File: src/rtl/seven_segment_pkg.sv
// Shared constants for the seven-segment capture block:
// glyph patterns (GFEDCBA, active-high) and segment bit positions.
package seven_segment_pkg;

  localparam int SEG_A  = 0;
  localparam int SEG_B  = 1;
  localparam int SEG_C  = 2;
  localparam int SEG_D  = 3;
  localparam int SEG_E  = 4;
  localparam int SEG_F  = 5;
  localparam int SEG_G  = 6;
  localparam int SEG_DP = 7;

  localparam logic [6:0] GLYPH_0 = 7'b0111111;
  localparam logic [6:0] GLYPH_1 = 7'b0000110;
  localparam logic [6:0] GLYPH_2 = 7'b1011011;
  localparam logic [6:0] GLYPH_3 = 7'b1001111;
  localparam logic [6:0] GLYPH_4 = 7'b1100110;
  localparam logic [6:0] GLYPH_5 = 7'b1101101;
  localparam logic [6:0] GLYPH_6 = 7'b1111101;
  localparam logic [6:0] GLYPH_7 = 7'b0000111;
  localparam logic [6:0] GLYPH_8 = 7'b1111111;
  localparam logic [6:0] GLYPH_9 = 7'b1101111;
  localparam logic [6:0] GLYPH_A = 7'b1110111;
  localparam logic [6:0] GLYPH_B = 7'b1111100;
  localparam logic [6:0] GLYPH_C = 7'b0111001;
  localparam logic [6:0] GLYPH_D = 7'b1011110;
  localparam logic [6:0] GLYPH_E = 7'b1111001;
  localparam logic [6:0] GLYPH_F = 7'b1110001;
  // Older driver firmware lights only segment E for a 9.
  localparam logic [6:0] GLYPH_9_ALT = 7'b0010000;

endpackage

File: src/rtl/seven_segment_pattern_decoder.sv
// Maps a lit-segment pattern back to its hex value.
// Anything outside the glyph table, blank included, is unrecognised.
module seven_segment_pattern_decoder
  import seven_segment_pkg::*;
(
  input  logic [6:0] pattern,
  output logic       recognised,
  output logic [3:0] value
);

  always_comb begin
    recognised = 1'b1;
    value      = 4'h0;
    unique case (1'b1)
      (pattern == GLYPH_0):     value = 4'h0;
      (pattern == GLYPH_1):     value = 4'h1;
      (pattern == GLYPH_2):     value = 4'h2;
      (pattern == GLYPH_3):     value = 4'h3;
      (pattern == GLYPH_4):     value = 4'h4;
      (pattern == GLYPH_5):     value = 4'h5;
      (pattern == GLYPH_6):     value = 4'h6;
      (pattern == GLYPH_7):     value = 4'h7;
      (pattern == GLYPH_8):     value = 4'h8;
      (pattern == GLYPH_9):     value = 4'h9;
      (pattern == GLYPH_9_ALT): value = 4'h9;
      (pattern == GLYPH_A):     value = 4'hA;
      (pattern == GLYPH_B):     value = 4'hB;
      (pattern == GLYPH_C):     value = 4'hC;
      (pattern == GLYPH_D):     value = 4'hD;
      (pattern == GLYPH_E):     value = 4'hE;
      (pattern == GLYPH_F):     value = 4'hF;
      default:                  recognised = 1'b0;
    endcase
  end

endmodule

File: src/rtl/seven_segment_capture.sv
// Samples a multiplexed seven-segment bus and holds one decoded
// register per digit once each slot has been stable long enough.
module seven_segment_capture
  import seven_segment_pkg::*;
#(
  parameter int SEL_BITS      = 1,
  parameter int STABLE_CYCLES = 8
) (
  input  logic                         clk,
  input  logic                         reset,
  input  logic [7:0]                   segments,
  input  logic [SEL_BITS-1:0]          sel,
  output logic [4*(1<<SEL_BITS)-1:0]   code,
  output logic [(1<<SEL_BITS)-1:0]     points,
  output logic [(1<<SEL_BITS)-1:0]     digit_valid,
  output logic                         frame_done,
  output logic                         pattern_error
);

  localparam int N  = 1 << SEL_BITS;
  localparam int W  = SEL_BITS + 8;
  localparam int CW = $clog2(STABLE_CYCLES + 1);

  logic [W-1:0]  s1, s2, s3;
  logic [2:0]    primed;
  logic [CW-1:0] cnt;
  logic [N-1:0]  seen;
  logic          capture;
  logic          recognised;
  logic [3:0]    value;
  logic [SEL_BITS-1:0] cap_sel;
  logic [N-1:0]  hit;

  assign cap_sel = s3[W-1:8];
  assign hit     = N'(1) << cap_sel;

  // s3 only compares meaningfully once a real sample has reached it,
  // so reset zeros never count as a stable slot.
  assign capture = primed[2] && (s2 == s3)
                 && (cnt == CW'(STABLE_CYCLES - 1));

  seven_segment_pattern_decoder u_dec (
    .pattern    (s3[6:0]),
    .recognised (recognised),
    .value      (value)
  );

  always_ff @(posedge clk) begin
    if (reset) begin
      s1     <= '0;
      s2     <= '0;
      s3     <= '0;
      primed <= '0;
      cnt    <= '0;
    end else begin
      s1     <= {sel, segments};
      s2     <= s1;
      s3     <= s2;
      primed <= {primed[1:0], 1'b1};
      if (!primed[2] || (s2 != s3))
        cnt <= '0;
      else if (cnt != CW'(STABLE_CYCLES))
        cnt <= cnt + 1'b1;
    end
  end

  always_ff @(posedge clk) begin
    if (reset) begin
      code          <= '0;
      points        <= '0;
      digit_valid   <= '0;
      seen          <= '0;
      frame_done    <= 1'b0;
      pattern_error <= 1'b0;
    end else begin
      frame_done    <= 1'b0;
      pattern_error <= 1'b0;
      if (capture) begin
        points[cap_sel] <= ~s3[SEG_DP];
        if (recognised) begin
          code[4*int'(cap_sel) +: 4] <= value;
          digit_valid[cap_sel]       <= 1'b1;
        end else begin
          digit_valid[cap_sel] <= 1'b0;
          pattern_error        <= 1'b1;
        end
        if ((seen | hit) == {N{1'b1}}) begin
          frame_done <= 1'b1;
          seen       <= '0;
        end else begin
          seen <= seen | hit;
        end
      end
    end
  end

endmodule

File: config.mk
export PLATFORM = sky130hd
export DESIGN_NAME = seven_segment_capture
export DESIGN_NICKNAME = d
export VERILOG_FILES = /design/src/rtl/seven_segment_pkg.sv /design/src/rtl/seven_segment_pattern_decoder.sv /design/src/rtl/seven_segment_capture.sv
export SDC_FILE = /design/constraint.sdc
export NUM_CORES = 1
export LEC_CHECK = 0
export BUFFER_PORTS_ARGS = -buffer_cell sky130_fd_sc_hd__buf_2
export CORE_MARGIN = 2
export CORE_UTILIZATION = 51
export DETAILED_ROUTE_END_ITERATION = 12
export PLACE_DENSITY = 0.74
export SLEW_MARGIN = 20
export SYNTH_ARGS = -nofsm -noshare
export SYNTH_HDL_FRONTEND = slang
export SYNTH_SLANG_ARGS = --single-unit
File: constraint.sdc
create_clock -name clk -period 2.1 [get_ports clk]
set_clock_uncertainty 0.15 [all_clocks]
set_input_delay 0.21 -clock clk [delete_from_list [all_inputs] [get_ports clk]]
set_output_delay 0.21 -clock clk [all_outputs]
set_load 0.03 [all_outputs]
==> results of run 1 <==
final cells by class:
class,instances,area [µm²],area share
Clock inverter,1,30.0,0.0106
Tap cell,50,62.6,0.0221
Multi-Input combinational cell,148,1120,0.396
Clock buffer,7,76.3,0.0270
Sequential cell,50,1010,0.357
Timing Repair Buffer,72,510,0.181
Inverter,5,18.8,0.00664
cell usage in the layout, fill, tap and decap left out, types with 3 or more instances in the layout:
cell / n
dlygate4sd3_1: 9
nand3_1: 7
nor2_1: 14
dfxtp_2: 6
inv_1: 4
buf_4: 37
buf_2: 24
clkbuf_8: 5
dfxtp_1: 44
nor2b_1: 33
mux2_4: 3
o21ai_0: 7
a21oi_1: 7
mux2i_1: 7
xnor2_1: 10
nand2_1: 16
nor3_1: 3
kinds of logic after synthesis:
logic type / Yosys count / synth area share
flops: 50 / 0.471
simple gates: 94 / 0.265
compound gates: 26 / 0.0812
fa+ha+maj: 2 / 0.0118
buf+inv: 18 / 0.0500
xor+xnor: 14 / 0.0577
mux: 12 / 0.0630
final timing paths:
path / to / cells after the start / slack, ps
max reg2reg: code[6] / 6 / -180
min: seen[1] / 2 / 150
max: code[6] / 6 / -180
min reg2reg: s2[0] / 1 / 290
power groups by stage:
stage / logic [W] / clock network [W] / registers, W
global placement: 0.0000983 / 0 / 0.00100
finish: 0.000121 / 0.000667 / 0.000984
global route: 0.000132 / 0.000714 / 0.000987
CTS: 0.000116 / 0.000680 / 0.000983
detailed placement: 0.000101 / 0 / 0.00100
floorplan: 0.0000675 / 0 / 0.00100
through the flow:
stage | total power, W | hold slack [ps]
2_1_floorplan | 0.00107 | 188
4_1_cts | 0.00178 | 138
3_3_place_gp | 0.00110 | 267
3_5_place_dp | 0.00111 | 274
5_1_grt | 0.00183 | 162
6_report | 0.00177 | 152
sequential cells by signal, indices dropped and copies added (netlist names), named ones only:
signal         count
s2                 9
code               8
points             2
seen               2
frame_done         1
pattern_error      1
cnt                4
s1                 9
s3                 9
primed             3
cells in the mapped netlist (2+ instances only):
cell type | count | share of area
nand4bb_1 | 2 | 0.011
clkbuf_1 | 4 | 0.0071
nor3_1 | 4 | 0.0094
a31oi_1 | 2 | 0.0059
mux2_4 | 2 | 0.014
nor2_1 | 14 | 0.025
xnor2_1 | 12 | 0.049
o21ai_0 | 7 | 0.016
o22ai_1 | 2 | 0.0059
ha_1 | 2 | 0.012
xor2_1 | 2 | 0.0082
a311o_1 | 2 | 0.0094
nand2_1 | 16 | 0.028
nand4_1 | 2 | 0.0059
o41ai_1 | 2 | 0.0082
inv_1 | 4 | 0.0071
mux2_2 | 3 | 0.016
buf_2 | 4 | 0.0094
buf_6 | 4 | 0.021
or3_1 | 2 | 0.0059
a21oi_1 | 8 | 0.019
mux2i_1 | 7 | 0.033
nor2b_1 | 33 | 0.097
dfxtp_1 | 50 | 0.47
nand4b_1 | 2 | 0.0082
nand3_1 | 8 | 0.019
worst max-delay path: stages, from the launching register on:
cell and delay, ps:
dfxtp_2 360, ha_4 130, and3b_1 180, nand3_2 60
or4_4 530, a311o_1 430, mux2_4 330
layer usage:
| layer | routed length [µm] | share of wire |
|---|---|---|
| met1 | 1860 | 0.40 |
| met2 | 2400 | 0.52 |
| met3 | 195 | 0.042 |
| met4 | 183 | 0.040 |
| met5 | 0 | 0 |
repair_timing:
action / 4_1_cts / 5_1_grt
hold endpoints to repair: 9 / 0
gates resized for setup: 6 / 13
pin swaps: 1 / 10
hold buffers: 9 / 0
setup buffers: 0 / 4
setup endpoints to repair: 12 / 12
==> results.tsv, run 1 <==
metric	value	unit
pre-CTS WS	-185	ps
Hold Path Class	input port to register	
chip height	68.6	µm
vias in the first global route	1636	
grt met2 use	0.356	
first-pass GRT wire length	7090	µm
final setup violation count	10	
clock sink count	50	
Die ar.	0.00470	mm²
origin of the worst setup path	cnt[1]	
RSZ-0062 raised after global routing	true	
# port buffers	24	
post-synth cell types	42	
end-of-flow core utilization	0.706	
NetSw	0.000381	W
Sw Share	0.215	
Worst R2R Start	cnt[1]	
syn nets	229	
critical hold path startpoint	reset	
layout cells sized above 1	0.339	
Crit path arrival time	2330	ps
M1 GR Usage	0.227	
Longest Clk Path Bufs	2	
Worst Setup Path Type	register to register	
register area share after synthesis	0.471	
largest net degree at the start of global routing	26	
Worst Tran Pin Value	602	ps
TNS Setup	-1050	ps
number of enable flip-flop cells after synthesis	0	
Tmin final	2280	ps
pwr/cell area	627	mW/mm²
Synth Register Bits	50	
area of the mapped netlist	0.00213	mm²
final instance count without filler cells	333	
die width	68.6	µm
post-synthesis async set-or-reset flop share	0	
routability congestion estimate	0.825	
outcome	finished, violations left	
dpl cells	312	
cell leakage power	1.15	nW
combinational fraction of design power	0.068	
Final Cell Area	0.00283	mm²
via count	1710	
number of DRC markers in iteration 0	92	
GRT Max-Usage Layer	met2	
DPL Wire Length	3010	µm
TritonCTS Buffers	5	
max_cap viols	0	
Detailed Route WL	4630	µm
Worst EP required	2150	ps
final count of pins violating max slew	0	
final worst-path cycle share	1.09	
Synth Flop Type	dfxtp_1	
Synth Warn #	0	
clock slew at reported path FFs	90	ps
sequential share of power	0.555	
First-pass DRT Iterations	4	
Total GRT Usage	0.206	
gr ovfl total	0	
Avg Inst Size Synth	9.84	µm²
crit-path max FO	3	
area of the core	0.00400	mm²
CTS tree	built	
initial antenna violation count	0	
site row count	23	
area delta synth->final	32.9	%
fin nets	295	
# fillers	305	
fin worst setup slack	-183	ps
DR vias/cell	5.14	
Hold Violations, Final	0	
relative max-transition margin	0.593	
internal power	0.00139	W
clock share of power	0.377	
Syn Inst Count	216	
met3 usage	0.0487	
Max IR drop VDD	491	µV
DR WL/cell	13.9	µm
Worst Setup End Kind	register	
Final ANT Viol Nets	0	
Initial Util	0.531	
clock root cell	clkbuf_8	
ANT cells	0	
Critical Path Start Type	register	
Fmax	438	MHz
Ports	25	
failing checks	setup timing	
Clock Latency Late Sink	300	ps
placed inst area	0.00250	mm²
H-tree depth	2	
Post-route DRC	0	
(Power assumes the default switching activity.)
==> run 2: changes to the inputs <==
PLACE_DENSITY = 0.77   (was 0.74)
==> run 2 against run 1 <==
Against the previous run: worst setup slack gained 28 ps; utilization shrank 0.97 points; cell count shrank 1.5%; via count is 0.18% lower; critical path type unchanged; fmax rose by 1.2%; sequential share of layout area increased by 0.59 points; worst hold slack worse by 33 ps; largest cell class unchanged; clock power shrank 22%; the run still ends with setup timing left; sequential cell count is the same.
==> results.tsv, run 2 (synthesized netlist as in run 1, its figures left out) <==
metric	value	unit	change
final count of pins violating max slew	0		unchanged
Worst Tran Pin Value	536	ps	-65.4 ps
Total GRT Usage	0.201		-0.00509
TNS Setup	-1220	ps	-162 ps
clock root cell	clkbuf_8		
Fmax	443	MHz	+1.2%
final worst-path cycle share	1.07		-0.0133
Die ar.	0.00470	mm²	unchanged
Final Power	0.00162	W	-8.4%
relative max-transition margin	0.639		+0.0456
biggest regs	s1: 9 flops, s2: 9 flops, s3: 9 flops		
most frequent cells in the layout	44 x dfxtp_1, 34 x buf_4, 33 x nor2b_1		
Worst Reg2Reg Path Length in Cells	6		unchanged
vias in the first global route	1563		-4.5%
First-pass DRT Iterations	4		unchanged
outcome	finished, violations left		
layout cells sized above 1	0.335		-0.00469
via count	1707		-0.18%
leading cell type in the layout, fill and taps excluded	dfxtp_1		
Initial Util	0.531		unchanged
area delta synth->final	31.1	%	
Crit path arrival time	2300	ps	-30 ps
Detailed Route WL	4470	µm	-3.5%
H-tree depth	2		unchanged
Hold Violations, Final	0		unchanged
failing checks	setup timing		
Worst Setup Path Type	register to register		
Final ANT Viol Nets	0		unchanged
Hold Path Class	input port to register		
Worst Setup End Kind	register		
Ports	25		unchanged
Worst R2R Start	s3[2]		
Clock Latency Late Sink	300	ps	about the same
die width	68.6	µm	unchanged
Hold EP	primed[0]		
# port buffers	24		unchanged
RSZ-0062 raised after global routing	true		
routability congestion estimate	0.869		+5.3%
cell leakage power	1.13	nW	-2.1%
fin nets	291		-1.4%
chip height	68.6	µm	unchanged
Post-route DRC	0		unchanged
gr ovfl total	0		unchanged
critical hold path startpoint	reset		
ANT cells	0		unchanged
largest net degree at the start of global routing	43		+65%
Worst R2R End	code[6]		
DR WL/cell	13.6	µm	-2.0%
DR vias/cell	5.20		+1.3%
area of the core	0.00400	mm²	unchanged
initial antenna violation count	0		unchanged
Critical Path Start Type	register		
crit-path max FO	7		+4
TritonCTS Buffers	5		unchanged
Tmin final	2260	ps	-28.0 ps
Longest Clk Path Bufs	2		unchanged
fin worst setup slack	-155	ps	+28.0 ps
final setup violation count	10		unchanged
number of DRC markers in iteration 0	127		+38%
Max IR drop VDD	462	µV	-5.9%
max_cap viols	0		unchanged
DPL Wire Length	3000	µm	-0.54%
first-pass GRT wire length	6870	µm	-3.2%
pwr/cell area	583	mW/mm²	-7.1%
R2R Setup Slk	-160	ps	+30 ps
hold path depth	2		unchanged
site row count	23		unchanged
clock slew at reported path FFs	80	ps	about the same
CTS tree	built		
Worst EP required	2140	ps	about the same
clock sink count	50		unchanged
run 2: metrics by stage:
stage / instance area, µm² / setup slack (ps) / util / hold WS, ps / cells
after CTS: 2670 / -143 / 0.666 / 105 / 327
after global placement: 2490 / -86.1 / 0.624 / 266 / 311
after global routing: 2790 / -239 / 0.697 / 104 / 328
after detailed placement: 2490 / -132 / 0.624 / 273 / 311
after floorplan: 2150 / -161 / - / 188 / 216
final: 2790 / -155 / 0.697 / 119 / 328
run 2: critical path: stages (launching register included):
cell	delay, ps
dfxtp_4	370
buf_4	160
or3b_1	340
a31oi_1	230
a31oi_2	140
a311o_1	450
mux2_4	320
run 2: cell type report:
cell class,instances,area [µm²]
fillers,310,1210
multi-input cells,148,1140
flip-flops and latches,50,1010
repair buffers,68,477
clock buffers,6,72.6
well taps,50,62.6
inverters,5,18.8
clock inverters,1,7.51
run 2: repair_timing:
action / 4_1_cts / 5_1_grt
hold endpoints to repair: 9 / 0
endpoints found under the setup margin: 10 / 12
gates resized for setup: 0 / 21
pin swaps: 0 / 4
buffers inserted: 0 / 1
gates cloned: 0 / 0
hold buffers: 9 / 0
run 2: worst max-delay path by stage:
stage	cells after the start	slack [ps]	start	to
final	6	-160	s3[2]	code[6]
after global routing	6	-240	s3[2]	code[6]
after CTS	6	-140	s3[4]	code[6]
after detailed placement	5	-130	s3[1]	code[5]
after global placement	5	-90	s3[1]	code[6]
after floorplan	6	-160	s3[6]	code[5]
run 2: power by group:
| part | switching, W | total [W] | internal, W | leakage, nW |
|---|---|---|---|---|
| clock | 0.000294 | 0.000523 | 0.000229 | 0.0373 |
| combinational | 0.0000545 | 0.000117 | 0.0000626 | 0.679 |
| sequential | 0.0000141 | 0.000984 | 0.000970 | 0.411 |
run 2: per-layer routing:
metal / part of all wire / vias up / routed length, µm / GRT usage
met1: 0.44 / 806 / 1960 / 0.229
met2: 0.51 / 40 / 2270 / 0.352
met3: 0.041 / 7 / 185 / 0.0617
met5: 0 / - / 0 / 0
li1: - / 854 / - / -
met4: 0.012 / 0 / 53 / 0.0700
